**src/rtl/spi_mnrch_pkg.sv**
```systemverilog
// rtl/spi_mnrch_pkg.sv - shared state type, width helpers and divider reload value for the SPI monarch
package spi_mnrch_pkg;

  typedef enum logic [1:0] {
    ST_IDLE  = 2'd0,
    ST_SHIFT = 2'd1,
    ST_BACK  = 2'd2,
    ST_HOLD  = 2'd3
  } spi_state_t;

  // Width needed to hold a frame length of 0..data_w
  function automatic int len_w(input int data_w);
    return $clog2(data_w + 1);
  endfunction

  // Width of the slave index; never narrower than one bit
  function automatic int sel_w(input int num_ss);
    return (num_ss > 1) ? $clog2(num_ss) : 1;
  endfunction

  // Divider park value: SCLK high, 9 clk before the first falling edge for div_w=5
  function automatic int ld_val(input int div_w);
    return (1 << div_w) - (1 << (div_w - 2)) - 1;
  endfunction

  localparam int LEN_W = len_w(16);
  localparam int SEL_W = sel_w(1);

endpackage

```
**src/rtl/spi_mnrch_cfg_if.sv**
```systemverilog
// rtl/spi_mnrch_cfg_if.sv - front-end request/response bundle for the SPI monarch
interface spi_mnrch_cfg_if
  import spi_mnrch_pkg::*;
#(
  parameter int DATA_W = 16,
  parameter int NUM_SS = 1
);

  localparam int LW = len_w(DATA_W);
  localparam int SW = sel_w(NUM_SS);

  logic              snd;
  logic [DATA_W-1:0] cmd;
  logic [LW-1:0]     len;
  logic [SW-1:0]     ss_sel;
  logic              hold_ss;
  logic              done;
  logic              busy;
  logic [DATA_W-1:0] resp;

  modport master (
    output snd, cmd, len, ss_sel, hold_ss,
    input  done, busy, resp
  );

  modport slave (
    input  snd, cmd, len, ss_sel, hold_ss,
    output done, busy, resp
  );

endinterface

```
**src/rtl/spi_sclk_gen.sv**
```systemverilog
// rtl/spi_sclk_gen.sv - SCLK divider with park/reload, end-of-period and sample strobes
module spi_sclk_gen
  import spi_mnrch_pkg::*;
#(
  parameter int DIV_W = 5
) (
  input  logic clk,
  input  logic rst,
  input  logic load,
  output logic sclk,
  output logic full,
  output logic shft
);

  localparam logic [DIV_W-1:0] LD      = DIV_W'(ld_val(DIV_W));
  localparam logic [DIV_W-1:0] SHFT_AT = DIV_W'((1 << (DIV_W - 1)) + 1);

  logic [DIV_W-1:0] cnt_q;
  logic [DIV_W-1:0] cnt_d;

  // Park at the reload value when asked, otherwise free-run
  always_comb begin
    cnt_d = cnt_q + DIV_W'(1);
    if (load) begin
      cnt_d = LD;
    end
  end

  // Counter register; reset parks SCLK high
  always_ff @(posedge clk) begin
    if (rst) begin
      cnt_q <= LD;
    end else begin
      cnt_q <= cnt_d;
    end
  end

  assign sclk = cnt_q[DIV_W-1];
  assign full = &cnt_q;
  assign shft = (cnt_q == SHFT_AT);

endmodule

```
**src/rtl/spi_mnrch_cfg.sv**
```systemverilog
// rtl/spi_mnrch_cfg.sv - mode-3 SPI monarch with runtime length, one-hot selects and burst hold
module spi_mnrch_cfg
  import spi_mnrch_pkg::*;
#(
  parameter int DATA_W = 16,
  parameter int DIV_W  = 5,
  parameter int NUM_SS = 1
) (
  input  logic              clk,
  input  logic              rst,
  spi_mnrch_cfg_if.slave    bus,
  output logic [NUM_SS-1:0] SS_n,
  output logic              SCLK,
  output logic              MOSI,
  input  logic              MISO
);

  localparam int LW = len_w(DATA_W);
  localparam int SW = sel_w(NUM_SS);

  spi_state_t        state_q, state_d;
  logic [DATA_W-1:0] tx_q, tx_d;
  logic [DATA_W-1:0] rx_q, rx_d;
  logic [LW-1:0]     bit_q, bit_d;
  logic [LW-1:0]     len_q, len_d;
  logic [SW-1:0]     sel_q, sel_d;
  logic              hold_q, hold_d;
  logic [NUM_SS-1:0] ss_n_q, ss_n_d;
  logic              done_q, done_d;
  logic              busy_q, busy_d;

  logic              div_load;
  logic              full;
  logic              shft;
  logic              accept;
  logic [LW-1:0]     len_eff;

  // Divider is parked while idle or holding, and reloaded at the end of a frame
  // so SCLK never dips low after the last bit
  assign div_load = (state_q == ST_IDLE) || (state_q == ST_HOLD) ||
                    ((state_q == ST_BACK) && full);

  spi_sclk_gen #(
    .DIV_W (DIV_W)
  ) u_sclk_gen (
    .clk  (clk),
    .rst  (rst),
    .load (div_load),
    .sclk (SCLK),
    .full (full),
    .shft (shft)
  );

  // Next-state and datapath decisions for the frame sequencer
  always_comb begin
    state_d = state_q;
    tx_d    = tx_q;
    rx_d    = rx_q;
    bit_d   = bit_q;
    len_d   = len_q;
    sel_d   = sel_q;
    hold_d  = hold_q;
    ss_n_d  = ss_n_q;
    done_d  = done_q;
    busy_d  = busy_q;
    accept  = 1'b0;

    // Zero (or anything out of range) means a full-width frame
    if ((bus.len == '0) || (int'(bus.len) > DATA_W)) begin
      len_eff = LW'(DATA_W);
    end else begin
      len_eff = bus.len;
    end

    case (state_q)
      ST_IDLE: begin
        if (bus.snd && (int'(bus.ss_sel) < NUM_SS)) begin
          accept = 1'b1;
          sel_d  = bus.ss_sel;
          ss_n_d = ~(NUM_SS'(1) << bus.ss_sel);
        end
      end
      ST_HOLD: begin
        if (bus.snd) begin
          accept = 1'b1;
          ss_n_d = ~(NUM_SS'(1) << sel_q);
        end
      end
      ST_SHIFT: begin
        if (bit_q == len_q) begin
          state_d = ST_BACK;
        end else if (shft) begin
          tx_d  = {tx_q[DATA_W-2:0], 1'b0};
          rx_d  = {rx_q[DATA_W-2:0], MISO};
          bit_d = bit_q + LW'(1);
        end
      end
      ST_BACK: begin
        if (full) begin
          done_d = 1'b1;
          busy_d = 1'b0;
          if (hold_q) begin
            state_d = ST_HOLD;
          end else begin
            state_d = ST_IDLE;
            ss_n_d  = '1;
          end
        end
      end
      default: state_d = ST_IDLE;
    endcase

    if (accept) begin
      state_d = ST_SHIFT;
      tx_d    = bus.cmd << (DATA_W - int'(len_eff));
      rx_d    = '0;
      bit_d   = '0;
      len_d   = len_eff;
      hold_d  = bus.hold_ss;
      done_d  = 1'b0;
      busy_d  = 1'b1;
    end
  end

  // Sequencer state and registered outputs
  always_ff @(posedge clk) begin
    if (rst) begin
      state_q <= ST_IDLE;
      tx_q    <= '0;
      rx_q    <= '0;
      bit_q   <= '0;
      len_q   <= '0;
      sel_q   <= '0;
      hold_q  <= 1'b0;
      ss_n_q  <= '1;
      done_q  <= 1'b0;
      busy_q  <= 1'b0;
    end else begin
      state_q <= state_d;
      tx_q    <= tx_d;
      rx_q    <= rx_d;
      bit_q   <= bit_d;
      len_q   <= len_d;
      sel_q   <= sel_d;
      hold_q  <= hold_d;
      ss_n_q  <= ss_n_d;
      done_q  <= done_d;
      busy_q  <= busy_d;
    end
  end

  assign SS_n     = ss_n_q;
  assign MOSI     = tx_q[DATA_W-1];
  assign bus.done = done_q;
  assign bus.busy = busy_q;
  assign bus.resp = rx_q;

endmodule

```
**src/flat_wrapper.sv**
```systemverilog
// flat-port wrapper written by rule: the top's interface ports become plain ports
module spi_mnrch_cfg_flat import spi_mnrch_pkg::*;
#(
  parameter int DATA_W = 16,
  parameter int DIV_W  = 5,
  parameter int NUM_SS = 1
)
  (clk, rst, SS_n, SCLK, MOSI, MISO, bus_snd, bus_cmd, bus_len, bus_ss_sel, bus_hold_ss, bus_done, bus_busy, bus_resp);
  spi_mnrch_cfg_if #(.DATA_W(DATA_W), .NUM_SS(NUM_SS)) bus_i ();
  input  logic clk;
  input  logic rst;
  output logic [NUM_SS-1:0] SS_n;
  output logic SCLK;
  output logic MOSI;
  input  logic MISO;
  input wire logic [$bits(bus_i.snd)-1:0] bus_snd;
  input wire logic [$bits(bus_i.cmd)-1:0] bus_cmd;
  input wire logic [$bits(bus_i.len)-1:0] bus_len;
  input wire logic [$bits(bus_i.ss_sel)-1:0] bus_ss_sel;
  input wire logic [$bits(bus_i.hold_ss)-1:0] bus_hold_ss;
  output wire logic [$bits(bus_i.done)-1:0] bus_done;
  output wire logic [$bits(bus_i.busy)-1:0] bus_busy;
  output wire logic [$bits(bus_i.resp)-1:0] bus_resp;
  assign bus_i.snd = bus_snd;
  assign bus_i.cmd = bus_cmd;
  assign bus_i.len = bus_len;
  assign bus_i.ss_sel = bus_ss_sel;
  assign bus_i.hold_ss = bus_hold_ss;
  assign bus_done = bus_i.done;
  assign bus_busy = bus_i.busy;
  assign bus_resp = bus_i.resp;
  spi_mnrch_cfg #(.DATA_W(DATA_W), .DIV_W(DIV_W), .NUM_SS(NUM_SS)) u_core (.clk(clk), .rst(rst), .bus(bus_i), .SS_n(SS_n), .SCLK(SCLK), .MOSI(MOSI), .MISO(MISO));
endmodule
```
**config.mk**
```make
export PLATFORM = sky130hd
export DESIGN_NAME = spi_mnrch_cfg_flat
export DESIGN_NICKNAME = d
export VERILOG_FILES = /design/src/rtl/spi_mnrch_pkg.sv /design/src/rtl/spi_mnrch_cfg_if.sv /design/src/rtl/spi_sclk_gen.sv /design/src/rtl/spi_mnrch_cfg.sv /design/src/flat_wrapper.sv
export SDC_FILE = /design/constraint.sdc
export NUM_CORES = 1
export LEC_CHECK = 0
export ABC_AREA = 1
export CORE_MARGIN = 8
export CORE_UTILIZATION = 55
export CTS_CLUSTER_DIAMETER = 120
export DETAILED_ROUTE_END_ITERATION = 12
export GPL_ROUTABILITY_DRIVEN = 0
export PLACE_DENSITY = 0.91
export SLEW_MARGIN = 15
export SYNTH_ARGS = -nofsm -noshare
export SYNTH_HDL_FRONTEND = slang
export SYNTH_SLANG_ARGS = --single-unit
```
**constraint.sdc**
```tcl
create_clock -name clk -period 3.15 [get_ports clk]
set_input_delay 0.7875 -clock clk [delete_from_list [all_inputs] [get_ports clk]]
set_output_delay 0.7875 -clock clk [all_outputs]
set_load 0.02 [all_outputs]
```
# == Word-level counts from Yosys, hierarchy flattened ==
# Cells that the tools add are included.
# totals
in_bits,27
register_bits,54
output_inout_bits,21
# classes
muxes,21
n_bitwise,3
shift,3
reduce_logical,25
n_addsub,3
n_eq_ne,13
magnitude_cmp,2
# ops
operator,n
16-bit 2-to-1 mux,4
16-bit by 32-bit left shift with 16-bit output,1
3-bit AND reduction,4
"5-bit by 1-bit adder with 5-bit output, second input constant",2
1-bit 2-to-1 mux,10
5-bit AND reduction,2
2-bit nonzero test,5
2-bit 2-to-1 mux,3
"2-bit by 1-bit inequality test with 1-bit output, second input constant",3
"2-bit inequality test, second input constant",3
"3-bit by 1-bit inequality test with 1-bit output, second input constant",2
6-bit AND reduction,1
3-bit nonzero test,2
"5-bit by 5-bit subtractor with 6-bit output, first input constant",1
5-bit equality test,1
"5-bit equality test, second input constant",1
"5-bit > comparator, second input constant",1
5-bit logical NOT,1
5-bit 2-to-1 mux,1
"2-bit equality test, second input constant",2
2-bit case mux with 2 select lines,1
2-bit AND reduction,2
2-bit OR reduction,2
1-bit logical OR,3
other kinds (8),12

# == Logic depth before layout (Yosys ltp) ==
# depth
word_depth,6
depth_mapped,18
depth_no_buf,16

# == Modules after synthesis ==
# Synthesis repeated with hierarchy kept, for this count alone.
# unflattened
hier_cells,462
hier_area_um2,3134.3
# by_module_without_submodules
mod,cells_each,area_each_um2,instances,seq_area_each_um2
spi_mnrch_cfg,433,2907.8,1,980.9
spi_sclk_gen,29,226.5,1,100.1

# == Worst setup path before layout ==
# Ideal clock, no wire load.
# synth_path
path_kind,input to register
start,in bus_len[1]
end,reg u_core.tx_q[13]
setup_time_ns,0.114
arrival_ns,2.819
required_ns,3.036
slack_ns,0.218
path_stages,16
cell_sequence,inv_1 -> nand4_1 -> ha_1 -> inv_4 -> nand2_4 -> buf_6 -> buf_6 -> ha_1 -> buf_2 -> inv_1 -> buf_4 -> nand3_1 -> nand3_1 -> a21oi_1 -> o21bai_1 -> inv_1
# synth_via
elab_chain_cells,6
word_cells_on_any_way,7
classes_between,1 x add/sub; 1 x order compare; 1 x shift; 2 x mux; 2 x reduce/logical
# synth_rtl
element,line_no,rtl
from (decl),flat_wrapper.sv:18,input wire logic [$bits(bus_i.len)-1:0] bus_len;
5-bit > comparator or 5-bit logical NOT (tied branches),spi_mnrch_cfg.sv:69,if ((bus.len == '0) || (int'(bus.len) > DATA_W)) begin
1-bit logical OR,spi_mnrch_cfg.sv:69,
5-bit 2-to-1 mux (*),spi_mnrch_cfg.sv:69,
5-bit by 5-bit subtractor with 6-bit output (*),spi_mnrch_cfg.sv:115,tx_d = bus.cmd << (DATA_W - int'(len_eff));
16-bit by 32-bit left shift with 16-bit output (*),spi_mnrch_cfg.sv:115,
16-bit 2-to-1 mux (*),spi_mnrch_cfg.sv:113,if (accept) begin
to (signal assigned),spi_mnrch_cfg.sv:140,tx_q <= tx_d;
to (decl),spi_mnrch_cfg.sv:22,"logic [DATA_W-1:0] tx_q, tx_d;"
# Every way passes the cells marked *; elsewhere a longest branch is shown, timed or not.
# A chain may end at the register's enable or synchronous reset.

# == Worst setup path in the final report ==
# layout_path
start,in bus_len[1]
end,reg u_core.tx_q[12]
# The elaborated chain is that of the path after synthesis.

==> results.ini <==
[floorplan]
placementRows = 28
num_io_pins = 48
initial_utilization_pct = 56.5
coreArea_um2 = 5850
die_h_um = 93.5
die_w_um = 93.5
dieArea_um2 = 8740

[timing]
relSlewSlack_pct = 65.1
tightest_slew_ns = 0.523
hold_viol = 0
setup_viol = 0
clock.fmax_mhz = 339
fin_crit_sh_pct = 93.6
min_period_ns = 2.95
timing.setup.tns_ns = 0
rsz0062_at_grt = false
drv_slew = 0
worst_hold_slack_ns = 0.444
fin_worst_skew_ns = 0.00906

[power_and_ir_drop]
p_leak_nw = 1.63
combPwrFrac_pct = 43.1
p_sw_uw = 899
power.density_nw_per_um2 = 576
intPower_mw = 1.34
irDropWorstVdd_mv = 0.523
clockPowerShare_pct = 16.8
p_total_mw = 2.24
swShare_pct = 40.1
seq_power_share_pct = 40.0

[detailed_routing]
remaining_drc_errors = 0
drt_wl_total_mm = 8.13
drt_pass1_iterations = 5
wl_per_cell_um = 13.9
drt-initial-drc-count = 333
final_antenna_net_count = 0
viasPerCell = 5.64
vias = 3303

[grt]
grt.overflow.total = 0
grt_start_max_net_pins = 40
grt_pass1_wl_mm = 13.6
antenna_found_initial = 0
grt_pass1_vias = 3135
grt_usage_pct = 18.5

[cells_and_area]
fillers = 491
fin_nets = 550
drive_gt1_share_pct = 11.2
diodes = 0
syn2layout_area_growth_pct = 17.9
multi_input_area_um2 = 1870
seq_area_um2 = 1080
final_util_pct = 66.6

[yosys]
syn_area_um2 = 3300
synthCells = 466
synth_warnings = 0
avgSynthCellArea_um2 = 7.09
syn_nets = 504
netlist-cell-type-count = 37
yosys_register_bits = 54
ys_seq_area_share_pct = 32.7

[worst_setup_path]
required_ns = 3.37
worstSetupEndpoint = u_core.tx_q[12]
path_cells = clkdlybuf4s50_1 -> inv_1 -> nand4_1 -> ha_1 -> nor2_1 -> inv_1 -> ha_1 -> inv_1 -> buf_12 -> nand3_1 -> nand2_1 -> nand2_1 -> nand3_1 -> nand3_1 -> nand2_1 -> inv_1
cp_slowest_stage_delay_ns = 0.42
cp.depth = 16
rrSetupSlack_ns = 1.14
slowest_stage = clkdlybuf4s50_1
reg2reg_depth = 13
end_kind = flip-flop
cp.arrival_ns = 3.16
start_kind = primary input
critPathBufInv = 6
cpLargestDelayFamily = buffers and inverters
path_class = primary input to flip-flop
path_common_cell = inv_1
r2r_start = u_core.state_q[0]
timing.rr.end = u_core.tx_q[12]
cp-startpoint = bus_len[1]
cp_max_fo = 9

[placed_design]
dpl.hpwl_mm = 6.13
port_buffers = 47

[clocking]
cts_buffers = 5
path_clk_slew_ns = 0.09
cts_tree = yes
cts_resized = 0
clock-root-buffer = clkbuf_8
ctsLongestPathBuffers = 2
postCtsHoldBufs = 0
cts_setup_buffers = 0
clock_latency_ns = 0.30
clkSinkCount = 54
htreeDepth = 2

[min_path]
min_path_type = flip-flop to flip-flop

[outcome]
run_status = completed

[run]
timing.max_cap.violations = 0

area by class of cell:
| class | instances | share of cell area, % |
|---|---|---|
| Clock buffer | 6 | 2.12 |
| Inverter | 42 | 4.14 |
| Multi-Input combinational cell | 346 | 48.1 |
| Sequential cell | 54 | 27.8 |
| Tap cell | 75 | 2.41 |
| Timing Repair Buffer | 63 | 15.5 |
Yosys cell counts:
cell,count,area (µm²)
clkinv_1,1,3.75
nor2_4,2,22.5
inv_1,35,131
nor2_1,25,93.8
buf_1,1,3.75
xor2_1,4,35.0
nand3_4,2,35.0
o21ai_1,12,60.1
o21ai_0,35,175
clkbuf_2,1,5.00
inv_4,1,6.26
inv_2,4,15.0
buf_6,5,56.3
o31ai_1,1,7.51
nor3_1,2,10.0
buf_4,5,37.5
xnor2_1,1,8.76
nand2_4,5,56.3
a211oi_1,2,15.0
a21oi_1,45,225
nand3_2,13,130
clkbuf_1,4,15.0
o21ai_4,1,16.3
nor3_4,1,16.3
nand2_1,95,357
dfxtp_1,54,1080
nand2_2,5,31.3
o21bai_1,1,7.51
a31oi_1,4,25.0
ha_1,11,138
o221ai_1,1,8.76
buf_12,2,40.0
o311ai_0,1,8.76
buf_2,6,30.0
nand3_1,73,365
nand4_1,4,25.0
clkinv_2,1,5.00
cells in the final DEF, fill, tap and decap left out, drive strengths merged:
master         synthesis  routed
a21oi                 45      45
xnor2                  1       1
nor3                   3       3
o221ai                 1       1
o21ai                 48      48
clkbuf                 5       6
clkdlybuf4s50          0      47
inv                   40      40
o31ai                  1       1
a31oi                  4       4
o311ai                 1       1
nor2                  27      27
nand3                 88      88
dfxtp                 54      54
clkinv                 2       2
o21bai                 1       1
a211oi                 2       2
ha                    11      11
xor2                   4       4
buf                   19      16
nand4                  4       4
nand2                105     105
metrics by stage:
| step | instances | cell area [µm²] | worst slack (ns) |
|---|---|---|---|
| after global routing | 586 | 3890 | 0.00954 |
| after CTS | 586 | 3890 | 0.226 |
| after detailed placement | 580 | 3810 | -0.0958 |
| after floorplan | 466 | 3300 | 0.218 |
| after global placement | 580 | 3810 | 0.0282 |
| final | 586 | 3890 | 0.202 |
sequential cells by signal (all words and copies together) (netlist names):
signal	count
u_core.hold_q	1
u_core.state_q	2
u_core.len_q	5
u_core.u_sclk_gen.cnt_q	5
u_core.sel_q	1
u_core.bit_q	5
u_core.bus.done	1
u_core.bus.resp	16
u_core.tx_q	16
u_core.bus.busy	1
u_core.SS_n	1
worst min path at each step:
| stage | start | end | cells past startpoint |
|---|---|---|---|
| 6_report | u_core.sel_q | u_core.sel_q | 2 |
| 3_3_place_gp | u_core.u_sclk_gen.cnt_q[0] | u_core.u_sclk_gen.cnt_q[0] | 1 |
| 2_1_floorplan | u_core.u_sclk_gen.cnt_q[0] | u_core.u_sclk_gen.cnt_q[0] | 1 |
| 3_5_place_dp | u_core.u_sclk_gen.cnt_q[0] | u_core.u_sclk_gen.cnt_q[0] | 1 |
| 5_1_grt | u_core.sel_q | u_core.sel_q | 2 |
| 4_1_cts | u_core.sel_q | u_core.sel_q | 2 |
routing by layer:
metal / global-route usage [%] / wire [µm] / vias to the layer above
met5: 0 / 0 / -
met4: 7.38 / 164 / 0
met3: 3.77 / 488 / 24
met2: 32.8 / 4090 / 121
met1: 21.1 / 3390 / 1507
li1: - / - / 1651
worst register-to-register path, cell delays in order (launching register included):
cell	delay [ns]
dfxtp_1	0.40
inv_1	0.11
ha_1	0.35
inv_1	0.08
nand2_2	0.06
clkinv_2	0.16
nand2_2	0.09
nor2_4	0.15
inv_2	0.06
nor2_1	0.21
nand3_1	0.12
nand3_1	0.10
nand2_1	0.05
inv_1	0.04
power groups by stage:
stage	clock [mW]	sequential, mW	combinational [mW]
6_report	0.378	0.898	0.967
5_1_grt	0.409	0.911	1.09
4_1_cts	0.387	0.896	0.957
3_5_place_dp	0	0.908	0.950
3_3_place_gp	0	0.902	0.910
2_1_floorplan	0	0.905	0.707
cells by family after synthesis:
| logic type | Yosys count | synth area share [%] |
|---|---|---|
| adders and majority gates | 11 | 4.17 |
| DFF | 54 | 32.7 |
| AOI/OAI and AO/OA | 103 | 16.6 |
| xor gates and xnor gates | 5 | 1.33 |
| and+or+nand+nor | 227 | 34.6 |
| buffers and inverters | 66 | 10.6 |
Note: power is estimated with default switching activity, not from simulation.
